## config.mk

```make
export PLATFORM = sky130hd
export DESIGN_NAME = hazard_ctrl
export DESIGN_NICKNAME = d
export VERILOG_FILES = /design/src/rtl/hazard_ctrl.sv
export SDC_FILE = /design/constraint.sdc
export NUM_CORES = 1
export LEC_CHECK = 0
export ABC_AREA = 1
export CAP_MARGIN = 20
export CORE_AREA = 2 2 126 128
export DETAILED_ROUTE_END_ITERATION = 6
export DIE_AREA = 0 0 128 130
export PLACE_DENSITY = 0.69
export SYNTH_ARGS = -nofsm -noshare
export SYNTH_HDL_FRONTEND = slang
export SYNTH_SLANG_ARGS = --single-unit
```

## constraint.sdc

```tcl
create_clock -name clk -period 3.4 [get_ports clk]
set_input_delay 0.34 -clock clk [delete_from_list [all_inputs] [get_ports clk]]
set_output_delay 0.34 -clock clk [all_outputs]
set_load 0.01 [all_outputs]
```

## src/rtl/hazard_ctrl.sv

```systemverilog
`default_nettype none
// ============================================================================
// Module   : hazard_ctrl
// Purpose  : RV32I pipeline hazard/sequencing controller: scoreboard stalls,
//            redirect squash and ECALL/EBREAK drain-to-halt.
// Revision : 1.0  initial release
// ============================================================================
module hazard_ctrl #(
    parameter int WIDTH        = 32,
    parameter int FLUSH_CYCLES = 2
) (
    input  logic             clk,
    input  logic             reset,
    input  logic             id_valid,
    input  logic [4:0]       id_rs1_sel,
    input  logic [4:0]       id_rs2_sel,
    input  logic [4:0]       id_rd_sel,
    input  logic             id_uses_rs1,
    input  logic             id_uses_rs2,
    input  logic             id_wb_en,
    input  logic             id_env,
    input  logic             ex_redirect,
    input  logic [WIDTH-1:0] ex_target,
    input  logic             wb_valid,
    input  logic [4:0]       wb_rd_sel,
    input  logic             mem_busy,
    output logic             halt_if,
    output logic             halt_id,
    output logic             flush_id,
    output logic             pc_redirect_en,
    output logic [WIDTH-1:0] pc_redirect,
    output logic [31:0]      pending,
    output logic             halted,
    output logic [31:0]      stall_count
);

    typedef enum logic [1:0] {
        S_RUN    = 2'd0,
        S_FLUSH  = 2'd1,
        S_DRAIN  = 2'd2,
        S_HALTED = 2'd3
    } state_t;

    localparam logic [2:0] c_CNT_INIT = 3'(FLUSH_CYCLES - 1);

    state_t      r_state, w_state_next;
    logic [2:0]  r_cnt, w_cnt_next;
    logic [31:0] r_pending, w_pending_next;
    logic [31:0] r_stall_count;
    logic [31:0] w_clr, w_set, w_busy;
    logic        w_run, w_hz, w_stall, w_issue, w_redirect;

    // Writeback clears in the same cycle so a waiting reader sees it at once.
    assign w_clr  = wb_valid ? (32'd1 << wb_rd_sel) : 32'd0;
    assign w_busy = r_pending & ~w_clr;

    assign w_hz = id_valid & (
                  (id_uses_rs1 & (id_rs1_sel != 5'd0) & w_busy[id_rs1_sel]) |
                  (id_uses_rs2 & (id_rs2_sel != 5'd0) & w_busy[id_rs2_sel]) |
                  (id_wb_en    & (id_rd_sel  != 5'd0) & w_busy[id_rd_sel]));

    assign w_run      = (r_state == S_RUN);
    assign w_stall    = w_run & (w_hz | mem_busy);
    assign w_issue    = w_run & id_valid & ~w_stall & ~ex_redirect & ~id_env;
    assign w_redirect = ex_redirect & (r_state != S_HALTED);

    assign w_set = (w_issue & id_wb_en & (id_rd_sel != 5'd0)) ? (32'd1 << id_rd_sel) : 32'd0;

    always_comb begin
        w_pending_next    = (r_pending & ~w_clr) | w_set;
        w_pending_next[0] = 1'b0;
    end

    always_comb begin
        w_state_next = r_state;
        w_cnt_next   = r_cnt;
        if (w_redirect) begin
            // Also cancels a drain: the env instruction was on the wrong path.
            w_state_next = S_FLUSH;
            w_cnt_next   = c_CNT_INIT;
        end else begin
            case (r_state)
                S_RUN: begin
                    if (id_valid & id_env)
                        w_state_next = S_DRAIN;
                end
                S_FLUSH: begin
                    if (r_cnt == 3'd0)
                        w_state_next = S_RUN;
                    else
                        w_cnt_next = r_cnt - 3'd1;
                end
                S_DRAIN: begin
                    if (w_pending_next == 32'd0)
                        w_state_next = S_HALTED;
                end
                default: w_state_next = S_HALTED;
            endcase
        end
    end

    always_ff @(posedge clk) begin
        if (reset) begin
            r_state       <= S_RUN;
            r_cnt         <= 3'd0;
            r_pending     <= 32'd0;
            r_stall_count <= 32'd0;
        end else begin
            r_state   <= w_state_next;
            r_cnt     <= w_cnt_next;
            r_pending <= w_pending_next;
            if (w_stall && (r_stall_count != 32'hFFFF_FFFF))
                r_stall_count <= r_stall_count + 32'd1;
        end
    end

    assign halt_if        = w_stall | (r_state == S_DRAIN) | (r_state == S_HALTED);
    assign halt_id        = halt_if;
    // A stall also bubbles EX while decode holds its instruction.
    assign flush_id       = ex_redirect | w_stall | (r_state != S_RUN);
    assign pc_redirect_en = w_redirect;
    assign pc_redirect    = w_redirect ? ex_target : '0;
    assign pending        = r_pending;
    assign halted         = (r_state == S_HALTED);
    assign stall_count    = r_stall_count;

endmodule
`default_nettype wire

```

==> results.toml <==
[final_layout]
multi_input_area_um2 = 3270
stdcell_count = 1359
fin_nets = 1227
syn_to_final_growth_pct = 54.2
drive_gt1_share_pct = 14.6
seqCellArea_um2 = 1360
n_fill_cell = 1557
num_antenna_cells = 0
final_common_cell = "nand2_1"
final_core_util_pct = 52.9
final_cell_mix = "nand2_1, nor2_1, clkdlybuf4s50_1"

[logic_synthesis]
ys_ff_latch = 68
ys_types = 43
syn_area_um2 = 5290
ys_seq_area_share_pct = 25.7
syn_nets = 987
synth_cells = 922
syn_avg_cell_area_um2 = 5.74
yosys_warnings = 0
yosys_most_used_dff = "dfxtp_1"
synthArstFlopShare_pct = 0
synth_edf_count = 0

[sta]
tns_ns = 0
finalSetupViolations = 0
rsz0062_at_grt = "no"
worst_slew_pin_slew_ns = 0.613
hold_violations = 0
hold_ws_ns = 0.484
skew_ns = 0.00439
maxSlewViolCount = 0
finalCriticalPeriod_ns = 3.16
fmax_mhz = 317
max-slew-margin-rel_pct = 59.1
fin_crit_sh_pct = 92.9

[route]
wl_met2_um = 9080
drtPass1Iterations = 7
route.detailed.drc = 1
routed_via_density = 5.01
met1_length_um = 8570
drtIter0Drc = 556
wl_per_cell_um = 14.6
wl_met3_um = 1760
top_layer = "met4"
wl_um = 19900
ant_nets = 0
vias = 6808

[pwr]
vdd_drop_max_mv = 0.201
pwr-share-seq_pct = 35.9
switching_share_pct = 27.7
p_int_mw = 1.63
pwr-share-clk_pct = 42.8
finalPower_mw = 2.26
p_sw_mw = 0.625
p_leak_nw = 3.61
p_per_area_nw_per_um2 = 277
share_comb_of_total_power_pct = 21.3

[floorplan]
io_pins = 163
initial_core_util_pct = 34.3
coreArea_um2 = 15400
die_y_um = 130
die_area_um2 = 16600
die_w_um = 128
fp-row-count = 46

[worst_setup_path]
end_kind = "flop"
start_kind = "primary input"
required_ns = 3.65
cp_max_fo = 16
criticalPathCategory = "primary input to flop"
arrival_ns = 3.40

[cts]
insertion_delay_ns = 0.34
clock_sinks = 68
clockRootBuffer = "clkbuf_16"
clk_path_buf_depth = 2
cts_made_buffers = 9
ctsHoldBuffers = 0
clk_pin_slew_worst_paths_ns = 0.05
htree_levels = 3
cts_tree = "done"

[global_route]
first_global_vias = 6178
grt_max_degree = 46
grt_first_pass_wirelength_um = 30900
groute.usage.overall_pct = 23.3
antenna_found_initial = 0
grt_overflow_total = 0

[flow_run]
max-cap-violations = 0

[status]
violations = "DRC"
status = "complete, but fails checks"

[place]
dp_hpwl_um = 15700
gp_routability_congestion = 0.946
portBuffers = 161
dp.cells = 1340

[hold_path]
hold_path_class = "flop to flop"
-- power groups by stage --
stage	clock (mW)	sequential [mW]	combinational [mW]
global placement	0	0.828	0.470
global route	1.02	0.812	0.527
finish	0.966	0.811	0.480
CTS	0.980	0.811	0.476
detailed placement	0	0.828	0.472
floorplan	0	0.829	0.241
-- per-layer routing --
layer / vias to the layer above / track usage [%]
met5: - / 0
met4: 0 / 7.18
met3: 44 / 5.54
met2: 323 / 38.3
met1: 3009 / 30.3
li1: 3432 / -
-- Yosys cell counts (2+ instances only) --
| cell | instances | area share, % |
|---|---|---|
| nand2_1 | 206 | 15 |
| nor3b_1 | 4 | 0.57 |
| nand2_2 | 4 | 0.47 |
| clkinv_1 | 3 | 0.21 |
| xor2_1 | 4 | 0.66 |
| inv_2 | 5 | 0.35 |
| o21ai_1 | 6 | 0.57 |
| o21ai_0 | 17 | 1.6 |
| buf_2 | 11 | 1.0 |
| nor2_1 | 185 | 13 |
| o21a_1 | 7 | 0.99 |
| nand4_1 | 46 | 5.4 |
| nor2_2 | 6 | 0.71 |
| clkbuf_1 | 21 | 1.5 |
| a21boi_2 | 3 | 0.64 |
| nor4_1 | 11 | 1.3 |
| nor3_1 | 14 | 1.3 |
| a31oi_1 | 2 | 0.24 |
| nand3_2 | 4 | 0.76 |
| dfxtp_1 | 68 | 26 |
| a21boi_0 | 2 | 0.28 |
| buf_6 | 2 | 0.43 |
| nor2_4 | 7 | 1.5 |
| nand2_4 | 2 | 0.43 |
| nand3_1 | 96 | 9.1 |
| inv_1 | 121 | 8.6 |
| buf_4 | 7 | 0.99 |
| ha_1 | 3 | 0.71 |
| a21oi_1 | 40 | 3.8 |
| a21boi_1 | 2 | 0.28 |
-- cell families after synthesis --
kind of cell / after synthesis / synth area share, %
AO/OA/AOI/OAI: 83 / 9.01
AND/OR/NAND/NOR: 590 / 50.4
flip-flops: 68 / 25.7
XOR/XNOR: 5 / 0.827
buffers and inverters: 172 / 13.3
adder cells (fa/ha/maj): 3 / 0.709
other: 1 / 0.0709
-- through the flow --
step | instance area, um^2 | worst slack, ns
floorplan | 5290 | 0.912
global route | 8160 | 0.0123
CTS | 8110 | 0.00318
finish | 8160 | 0.243
global placement | 7780 | -0.294
detailed placement | 7780 | -0.330
-- state kept, by name, indices dropped and copies added, names as in the netlist --
| signal | flops |
|---|---|
| r_state | 2 |
| r_cnt | 3 |
| stall_count | 32 |
| pending | 31 |
-- layout make-up --
| class | instances | share of cell area [%] |
|---|---|---|
| Multi-Input combinational cell | 682 | 40.0 |
| Timing Repair Buffer | 271 | 30.6 |
| Sequential cell | 68 | 16.7 |
| Inverter | 130 | 6.04 |
| Clock buffer | 13 | 3.19 |
| Tap cell | 192 | 2.94 |
| Clock inverter | 3 | 0.552 |
-- timing repair --
item | CTS | global route
endpoints found under the setup margin | 3 | 4
resized for setup | 13 | 11
endpoints found under the hold margin | 0 | 0
buffers inserted | 0 | 3
pin swaps | 1 | 3
-- worst paths after layout --
check / cells past startpoint / start / end / slack [ns]
max: 25 / wb_valid / stall_count[16] / 0.24
min: 1 / stall_count[28] / stall_count[28] / 0.48
max reg2reg: 19 / pending[31] / stall_count[16] / 0.64
min reg2reg: 1 / stall_count[28] / stall_count[28] / 0.48
-- critical path, cell delays in order --
cell,delay [ns]
clkdlybuf4s50_1,0.45
inv_1,0.11
nor2_4,0.04
buf_12,0.14
inv_1,0.07
nor2_1,0.05
nor2_2,0.21
nand2_1,0.08
nand3_1,0.07
nand3_1,0.08
nand3_1,0.08
nand2_1,0.06
nand2_1,0.05
nand3b_1,0.13
nand3_2,0.13
a21oi_4,0.07
buf_4,0.15
nor2_4,0.13
nand2_4,0.09
nor2_4,0.10
nand2_2,0.06
buf_4,0.15
nor3_2,0.21
nand2_1,0.10
a221oi_1,0.25
Power figures use the tool's default switching activity.
